**config.mk**
```make
export PLATFORM = sky130hd
export DESIGN_NAME = ram_arbiter_flat
export DESIGN_NICKNAME = d
export VERILOG_FILES = /design/src/rtl/ram_arbiter_if.sv /design/src/rtl/ram_arbiter.sv /design/src/flat_wrapper.sv
export SDC_FILE = /design/constraint.sdc
export NUM_CORES = 1
export LEC_CHECK = 0
export BUFFER_PORTS_ARGS = -buffer_cell sky130_fd_sc_hd__buf_4
export CAP_MARGIN = 20
export CORE_AREA = 4 4 92 94
export CTS_CLUSTER_DIAMETER = 30
export CTS_CLUSTER_SIZE = 40
export DETAILED_ROUTE_END_ITERATION = 8
export DIE_AREA = 0 0 96 98
export PLACE_DENSITY = 0.62
export SETUP_SLACK_MARGIN = 0.3
export SYNTH_ARGS = -nofsm -noshare
export SYNTH_HDL_FRONTEND = slang
export SYNTH_SLANG_ARGS = --single-unit
```
**constraint.sdc**
```tcl
create_clock -name clk -period 2.8 [get_ports clk]
set_input_delay 0.56 -clock clk [delete_from_list [all_inputs] [get_ports clk]]
set_output_delay 0.56 -clock clk [all_outputs]
set_load 0.005 [all_outputs]
```
**src/rtl/ram_arbiter_if.sv**
```systemverilog
// Request/response bundle for one requester of the shared RAM arbiter.
// The requester uses the master modport and the arbiter uses the slave modport.
`ifndef RAM_ADDR_WIDTH
`define RAM_ADDR_WIDTH 10
`endif

interface ram_arbiter_if #(
  parameter int ADDR_WIDTH = `RAM_ADDR_WIDTH
);
  logic                  req;
  logic [ADDR_WIDTH-1:0] addr;
  logic [3:0]            we;
  logic [31:0]           wdata;
  logic                  gnt;
  logic                  rvalid;
  logic [31:0]           rdata;

  modport master (output req, addr, we, wdata, input gnt, rvalid, rdata);
  modport slave  (input req, addr, we, wdata, output gnt, rvalid, rdata);
endinterface

```
**src/rtl/ram_arbiter.sv**
```systemverilog
// Round-robin arbiter with bounded bursts, sharing one single-port byte-write RAM
// between a CPU data port (m0) and a DMA/video fetch port (m1).
`ifndef RAM_ADDR_WIDTH
`define RAM_ADDR_WIDTH 10
`endif

module ram_arbiter #(
  parameter int ADDR_WIDTH = `RAM_ADDR_WIDTH,
  parameter int MAX_BURST  = 4
) (
  input  logic                  clk,
  input  logic                  rst_n,
  ram_arbiter_if.slave          m0,
  ram_arbiter_if.slave          m1,
  output logic [ADDR_WIDTH-1:0] ram_addr,
  output logic [31:0]           ram_din,
  output logic [3:0]            ram_we,
  input  logic [31:0]           ram_dout
);

  localparam logic [1:0] OWN_NONE = 2'd0;
  localparam logic [1:0] OWN_M0   = 2'd1;
  localparam logic [1:0] OWN_M1   = 2'd2;
  localparam logic       RR_M0    = 1'b0;
  localparam logic       RR_M1    = 1'b1;
  localparam logic [3:0] MAX_CNT  = 4'(MAX_BURST);

  logic [1:0] owner;
  logic       rr_last;
  logic [3:0] burst_cnt;
  logic       rd_pend0;
  logic       rd_pend1;

  logic       gnt0;
  logic       gnt1;
  logic       burst_left;
  logic [1:0] gnt_owner;

  // Grants are forced low while reset is held, so nothing reaches the RAM.
  always_comb begin
    // NOTE: every output of a combinational block gets a default first; a path
    // that leaves one unassigned would infer a latch.
    gnt0       = 1'b0;
    gnt1       = 1'b0;
    burst_left = (burst_cnt < MAX_CNT);
    if (rst_n) begin
      case ({m0.req, m1.req})
        2'b10: gnt0 = 1'b1;
        2'b01: gnt1 = 1'b1;
        2'b11: begin
          case (owner)
            OWN_M0: begin
              gnt0 = burst_left;
              gnt1 = !burst_left;
            end
            OWN_M1: begin
              gnt1 = burst_left;
              gnt0 = !burst_left;
            end
            default: begin
              gnt0 = (rr_last == RR_M1);
              gnt1 = (rr_last == RR_M0);
            end
          endcase
        end
        default: ;
      endcase
    end
  end

  always_comb begin
    gnt_owner = OWN_NONE;
    if (gnt0)      gnt_owner = OWN_M0;
    else if (gnt1) gnt_owner = OWN_M1;
  end

  always_comb begin
    ram_addr = '0;
    ram_din  = '0;
    ram_we   = '0;
    if (gnt0) begin
      ram_addr = m0.addr;
      ram_din  = m0.wdata;
      ram_we   = m0.we;
    end else if (gnt1) begin
      ram_addr = m1.addr;
      ram_din  = m1.wdata;
      ram_we   = m1.we;
    end
  end

  // NOTE: state registers use non-blocking assignments so every flop samples
  // the pre-edge values regardless of statement order.
  always_ff @(posedge clk or negedge rst_n) begin
    if (!rst_n) begin
      owner     <= OWN_NONE;
      rr_last   <= RR_M1;
      burst_cnt <= 4'd0;
      rd_pend0  <= 1'b0;
      rd_pend1  <= 1'b0;
    end else begin
      rd_pend0 <= gnt0 && (m0.we == 4'b0000);
      rd_pend1 <= gnt1 && (m1.we == 4'b0000);
      if (gnt_owner == OWN_NONE) begin
        owner     <= OWN_NONE;
        burst_cnt <= 4'd0;
      end else if (gnt_owner == owner) begin
        // Saturate so a lone streaming requester keeps the grant indefinitely.
        if (burst_cnt < MAX_CNT) burst_cnt <= burst_cnt + 4'd1;
      end else begin
        owner     <= gnt_owner;
        burst_cnt <= 4'd1;
        rr_last   <= gnt1 ? RR_M1 : RR_M0;
      end
    end
  end

  // Read data is broadcast; rvalid tells each requester whether it is theirs.
  assign m0.gnt    = gnt0;
  assign m1.gnt    = gnt1;
  assign m0.rvalid = rd_pend0;
  assign m1.rvalid = rd_pend1;
  assign m0.rdata  = ram_dout;
  assign m1.rdata  = ram_dout;

endmodule

```
**src/flat_wrapper.sv**
```systemverilog
// flat-port wrapper written by rule: the top's interface ports become plain ports
module ram_arbiter_flat 
#(
  parameter int ADDR_WIDTH = `RAM_ADDR_WIDTH,
  parameter int MAX_BURST  = 4
)
  (clk, rst_n, ram_addr, ram_din, ram_we, ram_dout, m0_req, m0_addr, m0_we, m0_wdata, m0_gnt, m0_rvalid, m0_rdata, m1_req, m1_addr, m1_we, m1_wdata, m1_gnt, m1_rvalid, m1_rdata);
  ram_arbiter_if #(.ADDR_WIDTH(ADDR_WIDTH)) m0_i ();
  ram_arbiter_if #(.ADDR_WIDTH(ADDR_WIDTH)) m1_i ();
  input  logic clk;
  input  logic rst_n;
  output logic [ADDR_WIDTH-1:0] ram_addr;
  output logic [31:0] ram_din;
  output logic [3:0] ram_we;
  input  logic [31:0] ram_dout;
  input wire logic [$bits(m0_i.req)-1:0] m0_req;
  input wire logic [$bits(m0_i.addr)-1:0] m0_addr;
  input wire logic [$bits(m0_i.we)-1:0] m0_we;
  input wire logic [$bits(m0_i.wdata)-1:0] m0_wdata;
  output wire logic [$bits(m0_i.gnt)-1:0] m0_gnt;
  output wire logic [$bits(m0_i.rvalid)-1:0] m0_rvalid;
  output wire logic [$bits(m0_i.rdata)-1:0] m0_rdata;
  input wire logic [$bits(m1_i.req)-1:0] m1_req;
  input wire logic [$bits(m1_i.addr)-1:0] m1_addr;
  input wire logic [$bits(m1_i.we)-1:0] m1_we;
  input wire logic [$bits(m1_i.wdata)-1:0] m1_wdata;
  output wire logic [$bits(m1_i.gnt)-1:0] m1_gnt;
  output wire logic [$bits(m1_i.rvalid)-1:0] m1_rvalid;
  output wire logic [$bits(m1_i.rdata)-1:0] m1_rdata;
  assign m0_i.req = m0_req;
  assign m0_i.addr = m0_addr;
  assign m0_i.we = m0_we;
  assign m0_i.wdata = m0_wdata;
  assign m0_gnt = m0_i.gnt;
  assign m0_rvalid = m0_i.rvalid;
  assign m0_rdata = m0_i.rdata;
  assign m1_i.req = m1_req;
  assign m1_i.addr = m1_addr;
  assign m1_i.we = m1_we;
  assign m1_i.wdata = m1_wdata;
  assign m1_gnt = m1_i.gnt;
  assign m1_rvalid = m1_i.rvalid;
  assign m1_rdata = m1_i.rdata;
  ram_arbiter #(.ADDR_WIDTH(ADDR_WIDTH), .MAX_BURST(MAX_BURST)) u_core (.clk(clk), .rst_n(rst_n), .m0(m0_i), .m1(m1_i), .ram_addr(ram_addr), .ram_din(ram_din), .ram_we(ram_we), .ram_dout(ram_dout));
endmodule
```
== Word level (Yosys, flattened, before mapping) ==
Cells that the tools add are included.
Word-level totals
  register bits after elaboration: 9
  input bits: 128
  output and inout port bits: 114
Cells by class
  order comparisons: 1
  equality and inequality tests: 8
  mux-type cells: 20
  bitwise logic cells: 3
  reductions and logical operators: 7
  $add $sub $neg: 1
Operator list (number)
  $mux 32: 2
  $mux 10: 2
  $mux 4: 5
  $logic_not 4->1: 2
  $mux 2: 4
  $pmux 1 s2: 4
  $eq 2x2->1 const B: 3
  $add 4x1->4 const B: 1
  $eq 2x1->1 const B: 2
  $lt 4x3->1 const B: 1
  $mux 1: 3
  $ne 3x1->1 const B: 1
  $not 1->1: 3
  $eq 2x2->1: 1
  $logic_and 1x1->1: 2
  $logic_not 2->1: 1
  $ne 2x1->1 const B: 1
  $reduce_and 2->1: 1
  $logic_not 1->1: 1

== Longest topological paths before layout ==
  depth after elaboration: 10
  mapped depth: 9

== Worst setup path before layout ==
Ideal clock, no wire load.
  kind: register -> output
  start: register u_core.owner[1]
  end: output port ram_din[10]
  data arrival time: 2087 ps
  path slack: 153 ps
  buffers on the path: 2
  cell stages (with the launch flop): 10
  path through: dfrtp_1 > inv_1 > ha_1 > or4b_4 > o21ai_2 > nand2b_1 > a31oi_1 > buf_4 > buf_4 > a22o_1
Between the ends
  longest elaborated chain between the ends: 6
  elaborated cells between the ends (all ways): 10
RTL lines
  start, declared: RTL line ram_arbiter.sv:28  | logic [1:0] owner;
  start signal, assigned: RTL line ram_arbiter.sv:111  | owner <= gnt_owner;
  $eq 2x2->1 / $eq 2x1->1 (equally long branches): RTL line ram_arbiter.sv:51  | case (owner)
  $pmux 1 s2: RTL line ram_arbiter.sv:51
  $pmux 1 s2: RTL line ram_arbiter.sv:47  | case ({m0.req, m1.req})
  $mux 1: RTL line ram_arbiter.sv:46  | if (rst_n) begin
  $mux 32: RTL line ram_arbiter.sv:85  | end else if (gnt1) begin
  $mux 32 (*): RTL line ram_arbiter.sv:81  | if (gnt0) begin
  end, declared: RTL line flat_wrapper.sv:13  | output logic [31:0] ram_din;
Mark *: on every way between the ends. The rest lies on a longest branch, timed or not.

== Final worst setup path ==
  start: register u_core.owner[0]
  end: output port ram_we[3]
Between the ends
  longest elaborated chain between the ends: 6
  elaborated cells between the ends (all ways): 10
RTL lines
  $eq 2x2->1 / $eq 2x1->1 (equally long branches): RTL line ram_arbiter.sv:51
  $pmux 1 s2: RTL line ram_arbiter.sv:51
  $pmux 1 s2: RTL line ram_arbiter.sv:47
  $mux 1: RTL line ram_arbiter.sv:46
  $mux 4: RTL line ram_arbiter.sv:85
  $mux 4 (*): RTL line ram_arbiter.sv:81
  end, declared: RTL line flat_wrapper.sv:14  | output logic [3:0] ram_we;
Marks and branches as above.

==> results.json <==
{
  "hp-class": "in2async",
  "synth.top_cell.area_share_pct": 34.3,
  "crit_path_end_kind": "primary output",
  "cts.sinks": 9,
  "synth-compound-area-share_pct": 34.2,
  "ff_latch_area_sq_um": 228,
  "final_cell_mix": "buf_4 (157), a22o_1 (46), dfrtp_1 (7), nor2_1 (5), buf_12 (5)",
  "maxCapViolCount": 0,
  "muxShareOfSynthArea_pct": 1.96,
  "setup_violations": 41,
  "cts_buffer_depth": 2,
  "synthCells": 179,
  "die_area_sq_mm": 0.00941,
  "avgViaCountPerCell": 4.45,
  "status": "finished with violations",
  "grt_max_degree": 23,
  "first_global_vias": 1721,
  "async_reset_ff_share_pct": 100,
  "clk_pin_slew_ps": 50,
  "synth_edf_count": 0,
  "avgSynthCellArea_sq_um": 8.55,
  "htreeDepth": 1,
  "maxSlewViolCount": 0,
  "critPathMaxFanout": 18,
  "clock_skew_ps": 5.46,
  "syn2layout_area_growth_pct": 65.4,
  "gr-usage-all-layers_pct": 11.3,
  "final_common_cell": "buf_4",
  "ant_nets": 0,
  "synth_cell_types": 31,
  "start_util_pct": 20.0,
  "worst_pin_slew_ps": 404,
  "synth_top_area_cell": "buf_4",
  "critPathArrivalTime_ps": 2300,
  "final_util_pct": 33.1,
  "synth_top_family_by_area": "buffers and inverters",
  "ys_ff_latch": 9,
  "layout-drive-gt1-share_pct": 66.1,
  "avgRoutedWirePerCell_microns": 15.9,
  "multiInputGateArea_sq_um": 763,
  "synth_ff_type": "dfrtp_1",
  "hpwlAfterDp_mm": 4.82,
  "grt_pass1_wl_mm": 8.54,
  "start_kind": "flip-flop",
  "yosysWarnings": 0,
  "cts_tree": "done",
  "worst-endpoint-required_ps": 2240,
  "finalCritPeriodShare_pct": 102,
  "grt-ovfl-total": 0,
  "antenna_found_initial": 0,
  "fmax_mhz": 350,
  "hold_violations": 0,
  "cts_buffers": 3,
  "ys_seq_area_share_pct": 14.8,
  "yosys.area_share.simple_pct": 8.34,
  "cellPowerDensity_mw_per_mm2": 350,
  "coreArea_sq_mm": 0.00765,
  "relSlewSlack_pct": 72.9,
  "drt_iter0_drc": 61,
  "insertion_delay_ps": 230,
  "cts-root-buf": "clkbuf_8",
  "placed_cells": 358,
  "gp_congestion": 0.810,
  "setup_slack_ps": -59.5,
  "yosys-top-cells-area": "buf_4 (34%), a22o_1 (26%), dfrtp_1 (13%), ha_1 (2.5%), mux2i_1 (2.0%)",
  "die_h_microns": 98,
  "p_leak_nw": 1.31,
  "total_power_mw": 0.886,
  "irDropWorstVdd_uv": 125,
  "io_buffers": 145,
  "postRouteWirelength_mm": 5.96,
  "syn_nets": 310,
  "rows": 32,
  "fillCellCount": 780,
  "rsz0062_at_grt": "true",
  "firstDrtPassIters": 4,
  "drc_errors": 0,
  "vias": 1672,
  "violations": "negative setup slack",
  "io-pin-count": 242,
  "critical_path_class": "reg2out",
  "die-width_microns": 96,
  "final_nets": 406,
  "synth_area_sq_mm": 0.00153,
  "synth-adder-area-share_pct": 2.45,
  "post_dp_cell_area_sq_mm": 0.00231,
  "stdcell_count": 376,
  "post-route-min-period_ps": 2860,
  "tns_ps": -1170,
  "diodes": 0,
  "synthXorXnorAreaFrac_pct": 1.14,
  "stdcell_area_sq_mm": 0.00253,
  "cts_hold_repair.buffers": 0
}
## timing repair
action	in CTS	in global routing
setup buffers	11	1
setup endpoints to repair	47	47
pin swaps	3	3
resized for setup	4	2
hold endpoints to repair	0	0
cloned	1	1
## synthesized netlist by cell type (3+ instances only)
master / number
buf_4: 70
nor2_1: 5
dfrtp_1: 8
inv_1: 5
mux2i_1: 3
a22o_1: 46
a21oi_1: 3
buf_2: 4
nand2_1: 4
ha_1: 3
## path summary, 6_finish.rpt
| kind | startpoint | end | slack, ps | cells after the start |
|---|---|---|---|---|
| max | u_core.owner[0] | ram_we[3] | -60 | 9 |
| min | rst_n | u_core.burst_cnt[1] | 150 | 1 |
| max reg2reg | u_core.owner[0] | u_core.burst_cnt[1] | 530 | 10 |
| min reg2reg | u_core.rr_last | u_core.rr_last | 550 | 1 |
| max in group asynchronous | rst_n | u_core.rr_last | 2420 | 1 |
| min in group clk | u_core.rr_last | u_core.rr_last | 550 | 1 |
## sequential cells by signal (all words and copies together) (netlist names)
| name | count |
|---|---|
| u_core.m0.rvalid | 1 |
| u_core.rr_last | 1 |
| u_core.m1.rvalid | 1 |
| u_core.owner | 2 |
| u_core.burst_cnt | 4 |
## worst max-delay path: stages (launching register included)
cell and delay, ps:
dfrtp_1 400, ha_2 210, or4b_4 550, o21ai_4 70, nand2b_1 100, a31oi_4 190
buf_12 140, buf_12 130, a22o_1 160, buf_4 110
## kinds of logic after synthesis
| family | after synthesis |
|---|---|
| multiplexers | 3 |
| adder cells (fa/ha/maj) | 3 |
| flip-flops | 9 |
| XOR/XNOR | 2 |
| AND/OR/NAND/NOR | 22 |
| AO/OA/AOI/OAI | 60 |
| buffers and inverters | 80 |
## power breakdown
part	switching, mW	total [mW]	internal [mW]
registers	0.0157	0.167	0.151
clock network	0.0479	0.147	0.0989
logic	0.217	0.573	0.356
total	0.280	0.886	0.606
## layout make-up
class | count | area share (%)
inverter | 6 | 0.989
tap | 102 | 5.04
clock buffer | 4 | 1.78
multi-input combinational | 90 | 30.2
timing repair buffer | 165 | 53.0
sequential | 9 | 9.00
## through the flow
| step | setup WS [ps] | hold slack, ps |
|---|---|---|
| 2_1_floorplan | 305 | 264 |
| 3_3_place_gp | 135 | 397 |
| 3_5_place_dp | 125 | 397 |
| 4_1_cts | -51.8 | 153 |
| 5_1_grt | -149 | 156 |
| 6_report | -59.5 | 154 |
## per-layer routing
metal,global-route usage (%),part of all wire (%),up-vias
met2,20.5,49,128
met1,11.3,33,728
met5,0,0,-
met4,5.69,3.9,0
met3,3.70,14,33
li1,-,-,783
(Power assumes the default switching activity.)
